File: src/rtl/dac_pkg.sv
// Shared types, widths and frame builder for the SPI DAC master.
package dac_pkg;

  localparam int unsigned FRAME_W  = 16;
  localparam int unsigned SAMPLE_W = 10;
  localparam int unsigned CFG_W    = 4;

  // A/B=0, BUF=0, GA=1 (1x gain), SHDN=1 (output active)
  localparam logic [CFG_W-1:0] DEF_CFG_BITS = 4'b0011;

  typedef logic [2:0] state_t;

  localparam state_t ST_IDLE  = 3'd0;
  localparam state_t ST_SETUP = 3'd1;
  localparam state_t ST_SHIFT = 3'd2;
  localparam state_t ST_HOLD  = 3'd3;
  localparam state_t ST_LATCH = 3'd4;

  function automatic logic [FRAME_W-1:0] build_frame(input logic [CFG_W-1:0]    cfg,
                                                     input logic [SAMPLE_W-1:0] smp);
    return {cfg, smp, 2'b00};
  endfunction

endpackage

File: src/rtl/sck_tick_gen.sv
// Free-running divider that pulses tick_c on its terminal count; held at zero by clr_i.
module sck_tick_gen #(
  parameter int unsigned DIV = 4
) (
  input  logic clk,
  input  logic reset,
  input  logic clr_i,
  output logic tick_c
);

  localparam int unsigned CW = (DIV > 1) ? $clog2(DIV) : 1;

  logic [CW-1:0] cnt_q;
  logic [CW-1:0] cnt_d;

  assign tick_c = !clr_i && (cnt_q == CW'(DIV - 1));

  always_comb begin
    cnt_d = cnt_q + CW'(1);
    if (clr_i || tick_c) begin
      cnt_d = '0;
    end
  end

  always_ff @(posedge clk) begin
    if (reset) begin
      cnt_q <= '0;
    end else begin
      cnt_q <= cnt_d;
    end
  end

endmodule

File: src/rtl/spi_dac_master.sv
// Mode-0 SPI master feeding a 16-bit-frame 10-bit DAC, with a 1-deep latest-wins sample buffer.
module spi_dac_master
  import dac_pkg::*;
#(
  parameter int unsigned      CLK_DIV  = 4,
  parameter logic [CFG_W-1:0] CFG_BITS = DEF_CFG_BITS
) (
  input  logic                clk,
  input  logic                reset,
  input  logic [SAMPLE_W-1:0] sample,
  input  logic                sample_valid,
  input  logic                clr_overrun,
  output logic                dac_sck,
  output logic                dac_sdi,
  output logic                dac_cs_n,
  output logic                dac_ldac_n,
  output logic                busy,
  output logic                frame_done,
  output logic                overrun
);

  localparam int unsigned SH_W  = FRAME_W - 1;
  localparam int unsigned BIT_W = $clog2(FRAME_W);

  state_t              state_q, state_d;
  logic                sck_q, sck_d;
  logic                sdi_q, sdi_d;
  logic                cs_n_q, cs_n_d;
  logic                ldac_n_q, ldac_n_d;
  logic                busy_q, busy_d;
  logic                done_q, done_d;
  logic                ovr_q, ovr_d;
  logic                pend_full_q, pend_full_d;
  logic [SAMPLE_W-1:0] pend_q, pend_d;
  logic [SH_W-1:0]     shreg_q, shreg_d;
  logic [BIT_W-1:0]    bit_q, bit_d;
  logic                ovr_set;
  logic                idle_c;
  logic                tick_c;
  logic [FRAME_W-1:0]  frame_c;

  assign idle_c  = (state_q == ST_IDLE);
  // Buffered sample always goes out before a live strobe
  assign frame_c = build_frame(CFG_BITS, pend_full_q ? pend_q : sample);

  sck_tick_gen #(
    .DIV (CLK_DIV)
  ) u_tick (
    .clk    (clk),
    .reset  (reset),
    .clr_i  (idle_c),
    .tick_c (tick_c)
  );

  always_comb begin
    state_d     = state_q;
    sck_d       = sck_q;
    sdi_d       = sdi_q;
    cs_n_d      = cs_n_q;
    ldac_n_d    = ldac_n_q;
    done_d      = 1'b0;
    pend_full_d = pend_full_q;
    pend_d      = pend_q;
    shreg_d     = shreg_q;
    bit_d       = bit_q;
    ovr_set     = 1'b0;

    case (state_q)
      ST_IDLE: begin
        if (pend_full_q || sample_valid) begin
          shreg_d = frame_c[SH_W-1:0];
          sdi_d   = frame_c[FRAME_W-1];
          cs_n_d  = 1'b0;
          bit_d   = '0;
          state_d = ST_SETUP;
        end
      end
      ST_SETUP: begin
        if (tick_c) begin
          sck_d   = 1'b1;
          state_d = ST_SHIFT;
        end
      end
      ST_SHIFT: begin
        if (tick_c) begin
          sck_d = !sck_q;
          // Data advances on falling edges; the 16th fall keeps the last bit on the line
          if (sck_q) begin
            if (bit_q == BIT_W'(FRAME_W - 1)) begin
              state_d = ST_HOLD;
            end else begin
              sdi_d   = shreg_q[SH_W-1];
              shreg_d = {shreg_q[SH_W-2:0], 1'b0};
              bit_d   = bit_q + BIT_W'(1);
            end
          end
        end
      end
      ST_HOLD: begin
        if (tick_c) begin
          cs_n_d   = 1'b1;
          sdi_d    = 1'b0;
          ldac_n_d = 1'b0;
          state_d  = ST_LATCH;
        end
      end
      ST_LATCH: begin
        if (tick_c) begin
          ldac_n_d = 1'b1;
          done_d   = 1'b1;
          state_d  = ST_IDLE;
        end
      end
      default: begin
        state_d = ST_IDLE;
      end
    endcase

    if (idle_c) begin
      if (pend_full_q) begin
        pend_full_d = sample_valid;
        if (sample_valid) begin
          pend_d = sample;
        end
      end
    end else if (sample_valid) begin
      ovr_set     = pend_full_q;
      pend_full_d = 1'b1;
      pend_d      = sample;
    end

    ovr_d  = ovr_set ? 1'b1 : (clr_overrun ? 1'b0 : ovr_q);
    busy_d = (state_d != ST_IDLE);
  end

  always_ff @(posedge clk) begin
    if (reset) begin
      state_q     <= ST_IDLE;
      sck_q       <= 1'b0;
      sdi_q       <= 1'b0;
      cs_n_q      <= 1'b1;
      ldac_n_q    <= 1'b1;
      busy_q      <= 1'b0;
      done_q      <= 1'b0;
      ovr_q       <= 1'b0;
      pend_full_q <= 1'b0;
      pend_q      <= '0;
      shreg_q     <= '0;
      bit_q       <= '0;
    end else begin
      state_q     <= state_d;
      sck_q       <= sck_d;
      sdi_q       <= sdi_d;
      cs_n_q      <= cs_n_d;
      ldac_n_q    <= ldac_n_d;
      busy_q      <= busy_d;
      done_q      <= done_d;
      ovr_q       <= ovr_d;
      pend_full_q <= pend_full_d;
      pend_q      <= pend_d;
      shreg_q     <= shreg_d;
      bit_q       <= bit_d;
    end
  end

  assign dac_sck    = sck_q;
  assign dac_sdi    = sdi_q;
  assign dac_cs_n   = cs_n_q;
  assign dac_ldac_n = ldac_n_q;
  assign busy       = busy_q;
  assign frame_done = done_q;
  assign overrun    = ovr_q;

endmodule

File: config.mk
export PLATFORM = sky130hd
export DESIGN_NAME = spi_dac_master
export DESIGN_NICKNAME = d
export VERILOG_FILES = /design/src/rtl/dac_pkg.sv /design/src/rtl/sck_tick_gen.sv /design/src/rtl/spi_dac_master.sv
export SDC_FILE = /design/constraint.sdc
export NUM_CORES = 1
export LEC_CHECK = 0
export BUFFER_PORTS_ARGS = -buffer_cell sky130_fd_sc_hd__buf_2
export CAP_MARGIN = 40
export CORE_MARGIN = 1.5
export CORE_UTILIZATION = 45
export CTS_CLUSTER_DIAMETER = 50
export CTS_CLUSTER_SIZE = 30
export DETAILED_ROUTE_END_ITERATION = 8
export MAX_ROUTING_LAYER = met4
export SKIP_CTS_REPAIR_TIMING = 1
export SYNTH_ARGS = -nofsm -noshare
export SYNTH_HDL_FRONTEND = slang
export SYNTH_SLANG_ARGS = --single-unit
File: constraint.sdc
create_clock -name clk -period 1.9 [get_ports clk]
set_clock_uncertainty 0.2 [all_clocks]
set_input_delay 0.19 -clock clk [delete_from_list [all_inputs] [get_ports clk]]
set_output_delay 0.19 -clock clk [all_outputs]
set_load 0.02 [all_outputs]
==> flow_summary.json <==
{
  "power_uw": 1770,
  "dieArea_mm2": 0.00448,
  "grt_pass1_wl_um": 6680,
  "relSlewSlack_pct": 77.9,
  "critical_path_class": "flop to flop",
  "via_per_inst": 5.54,
  "final_nets": 266,
  "synth_area_leaders": "dfxtp_1, nand2_1, a21oi_1",
  "internal_power_uw": 1300,
  "synth.cell_area_mm2": 0.00184,
  "min_period_over_period_pct": 93.6,
  "grt_use_total_pct": 20.2,
  "hold_class": "input port to flop",
  "start_util_pct": 46.3,
  "pwr-share-clk_pct": 32.9,
  "syn_to_final_growth_pct": 20.9,
  "placementRows": 23,
  "io_pins": 21,
  "net-switching-power_uw": 475,
  "cts-buffers-inserted": 5,
  "slew_violations": 0,
  "rsz0062_at_grt": "no",
  "cts_sinks": 40,
  "io_buffers": 20,
  "drive_gt1_share_pct": 20.7,
  "seqPwrFrac_pct": 51.6,
  "wl_per_cell_um": 13.7,
  "cts_tree": "yes",
  "htreeDepth": 2,
  "drc_errors": 0,
  "setup_viol": 0,
  "fill_cells": 370,
  "syn-num-nets": 234,
  "arrival_ns": 1.80,
  "whs_ns": -0.00371,
  "ys.flop_type": "dfxtp_1",
  "tightest_slew_ns": 0.331,
  "yosysSeqAreaShare_pct": 43.5,
  "synth_cells": 218,
  "hold_viol": 1,
  "timing.critical_path.from": "bit_q[0]",
  "yosysTopAreaCell": "dfxtp_1",
  "synthArstFlopShare_pct": 0,
  "clock-root-buffer": "clkbuf_8",
  "fp.dieH_um": 67.0,
  "grt_max_degree": 31,
  "vias": 1667,
  "min_period_ns": 1.78,
  "power.leakage_uw": 0.000847,
  "die_w_um": 67.0,
  "endpoint": "bit_q[3]",
  "coreArea_mm2": 0.00397,
  "insertion_delay_ns": 0.29,
  "p_sw_share_pct": 26.8,
  "rr_worst_depth": 5,
  "fmax_mhz": 562,
  "postSynthAreaPerCell_um2": 8.44,
  "gp_congestion": 0.849,
  "postRouteAntennaNets": 0,
  "maxCapViolations": 0,
  "crit_required_ns": 1.92,
  "status": "finished, violations left",
  "synth_seq_cells": 40,
  "antenna_found_initial": 0,
  "power.share.combinational_pct": 15.5,
  "clk_pin_slew_worst_paths_ns": 0.08,
  "worstReg2RegStart": "bit_q[0]",
  "firstDrtPassIters": 4,
  "diodes": 0,
  "overflow": 0,
  "critPathLaunchType": "flop",
  "yosys.cell_types.count": 43,
  "power_density_mw_per_mm2": 795,
  "reg2reg_to": "bit_q[3]",
  "drtIter0Drc": 142,
  "r2r_setup_slack_ns": 0.12,
  "wl_um": 4120,
  "peakVddDrop_mv": 0.602,
  "clockBufferDepth": 2,
  "cp_max_fo": 7,
  "hpwl_um": 2830,
  "fin_tns_setup_ns": 0,
  "ys_warn_count": 0,
  "cp-end-kind": "flop",
  "grt_pass1_vias": 1478,
  "yosysTopAreaCellShare_pct": 43.5,
  "violations": "negative hold slack",
  "synth-edff-count": 0
}
[cells in the final DEF (no fill, tap or decap), drive strengths merged, types with 3 or more instances in the layout]
cell / count
nand2: 41
dfxtp: 40
buf: 32
a21oi: 25
o21ai: 20
mux2i: 11
dlygate4sd3: 10
o2111ai: 9
nor2: 9
clkbuf: 6
or3: 4
nor3: 4
a21boi: 3
clkinv: 3
[through the flow]
step | cell area (um^2) | worst slack, ns | utilization, % | cells
after detailed placement | 2020 | 0.0776 | 50.8 | 283
after global placement | 2020 | 0.135 | 50.8 | 283
after CTS | 2110 | 0.0685 | 53.1 | 291
after floorplan | 1840 | 0.204 | - | 218
after global routing | 2230 | 0.0187 | 56.0 | 301
final | 2230 | 0.121 | 56.0 | 301
[state kept, by name, summed over array words and instances, names as in the netlist]
name / cells
dac_sdi: 1
dac_cs_n: 1
dac_sck: 1
overrun: 1
dac_ldac_n: 1
shreg_q: 13
busy: 1
bit_q: 4
pend_q: 10
pend_full_q: 1
state_q: 3
u_tick.cnt_q: 2
frame_done: 1
[metal layers]
| metal | vias to the layer above | part of all wire, % | global-route usage (%) |
|---|---|---|---|
| met3 | 7 | 3.9 | 4.05 |
| met2 | 30 | 46 | 30.4 |
| met4 | 0 | 1.3 | 7.65 |
| li1 | 856 | - | - |
| met1 | 774 | 49 | 26.9 |
| met5 | - | 0 | - |
[worst min path at each step]
stage | start | endpoint | slack (ns) | cells after the start
after floorplan | reset | state_q[1] | 0.07 | 1
after global placement | u_tick.cnt_q[0] | u_tick.cnt_q[0] | 0.22 | 1
after detailed placement | u_tick.cnt_q[0] | u_tick.cnt_q[0] | 0.23 | 1
after CTS | sample[1] | pend_q[1] | -0.07 | 3
after global routing | clr_overrun | overrun | 0.03 | 4
final | clr_overrun | overrun | -0.004 | 4
[Yosys cell counts (all sizes together), types with 3 or more instances]
cell     number
dfxtp        40
mux2i        11
o2111ai       9
a21boi        3
nor3          4
nor2          9
o21ai        20
a21oi        25
buf          12
nand2        41
or3           4
clkbuf        5
[cell families after synthesis]
| logic type | synth area share (%) |
|---|---|
| AO/OA/AOI/OAI | 24.9 |
| adder cells (fa/ha/maj) | 1.36 |
| buffers and inverters | 4.83 |
| flip-flops | 43.5 |
| multiplexers | 6.59 |
| AND/OR/NAND/NOR | 18.8 |
[worst max-delay path, stage by stage, from the launching register on]
cell and delay [ns]:
dfxtp_1 0.33, ha_1 0.21, and3_2 0.25, o22a_4 0.22, or3_1 0.34, a21boi_1 0.14
[power by group through the flow]
stage	clock (uW)	sequential, uW	combinational, uW
global route	634	919	307
global placement	0	930	246
detailed placement	0	932	255
CTS	601	913	255
finish	583	913	275
floorplan	0	931	177
[final cells by class]
| class | count | area, um^2 | area share, % |
|---|---|---|---|
| clock buffer | 6 | 82.6 | 3.71 |
| timing repair buffer | 42 | 290 | 13.0 |
| tap | 50 | 62.6 | 2.81 |
| multi-input combinational | 158 | 968 | 43.5 |
| sequential | 40 | 801 | 36.0 |
| inverter | 3 | 11.3 | 0.506 |
| clock inverter | 2 | 10.0 | 0.450 |
No activity file was read; power rests on OpenSTA's default activity.
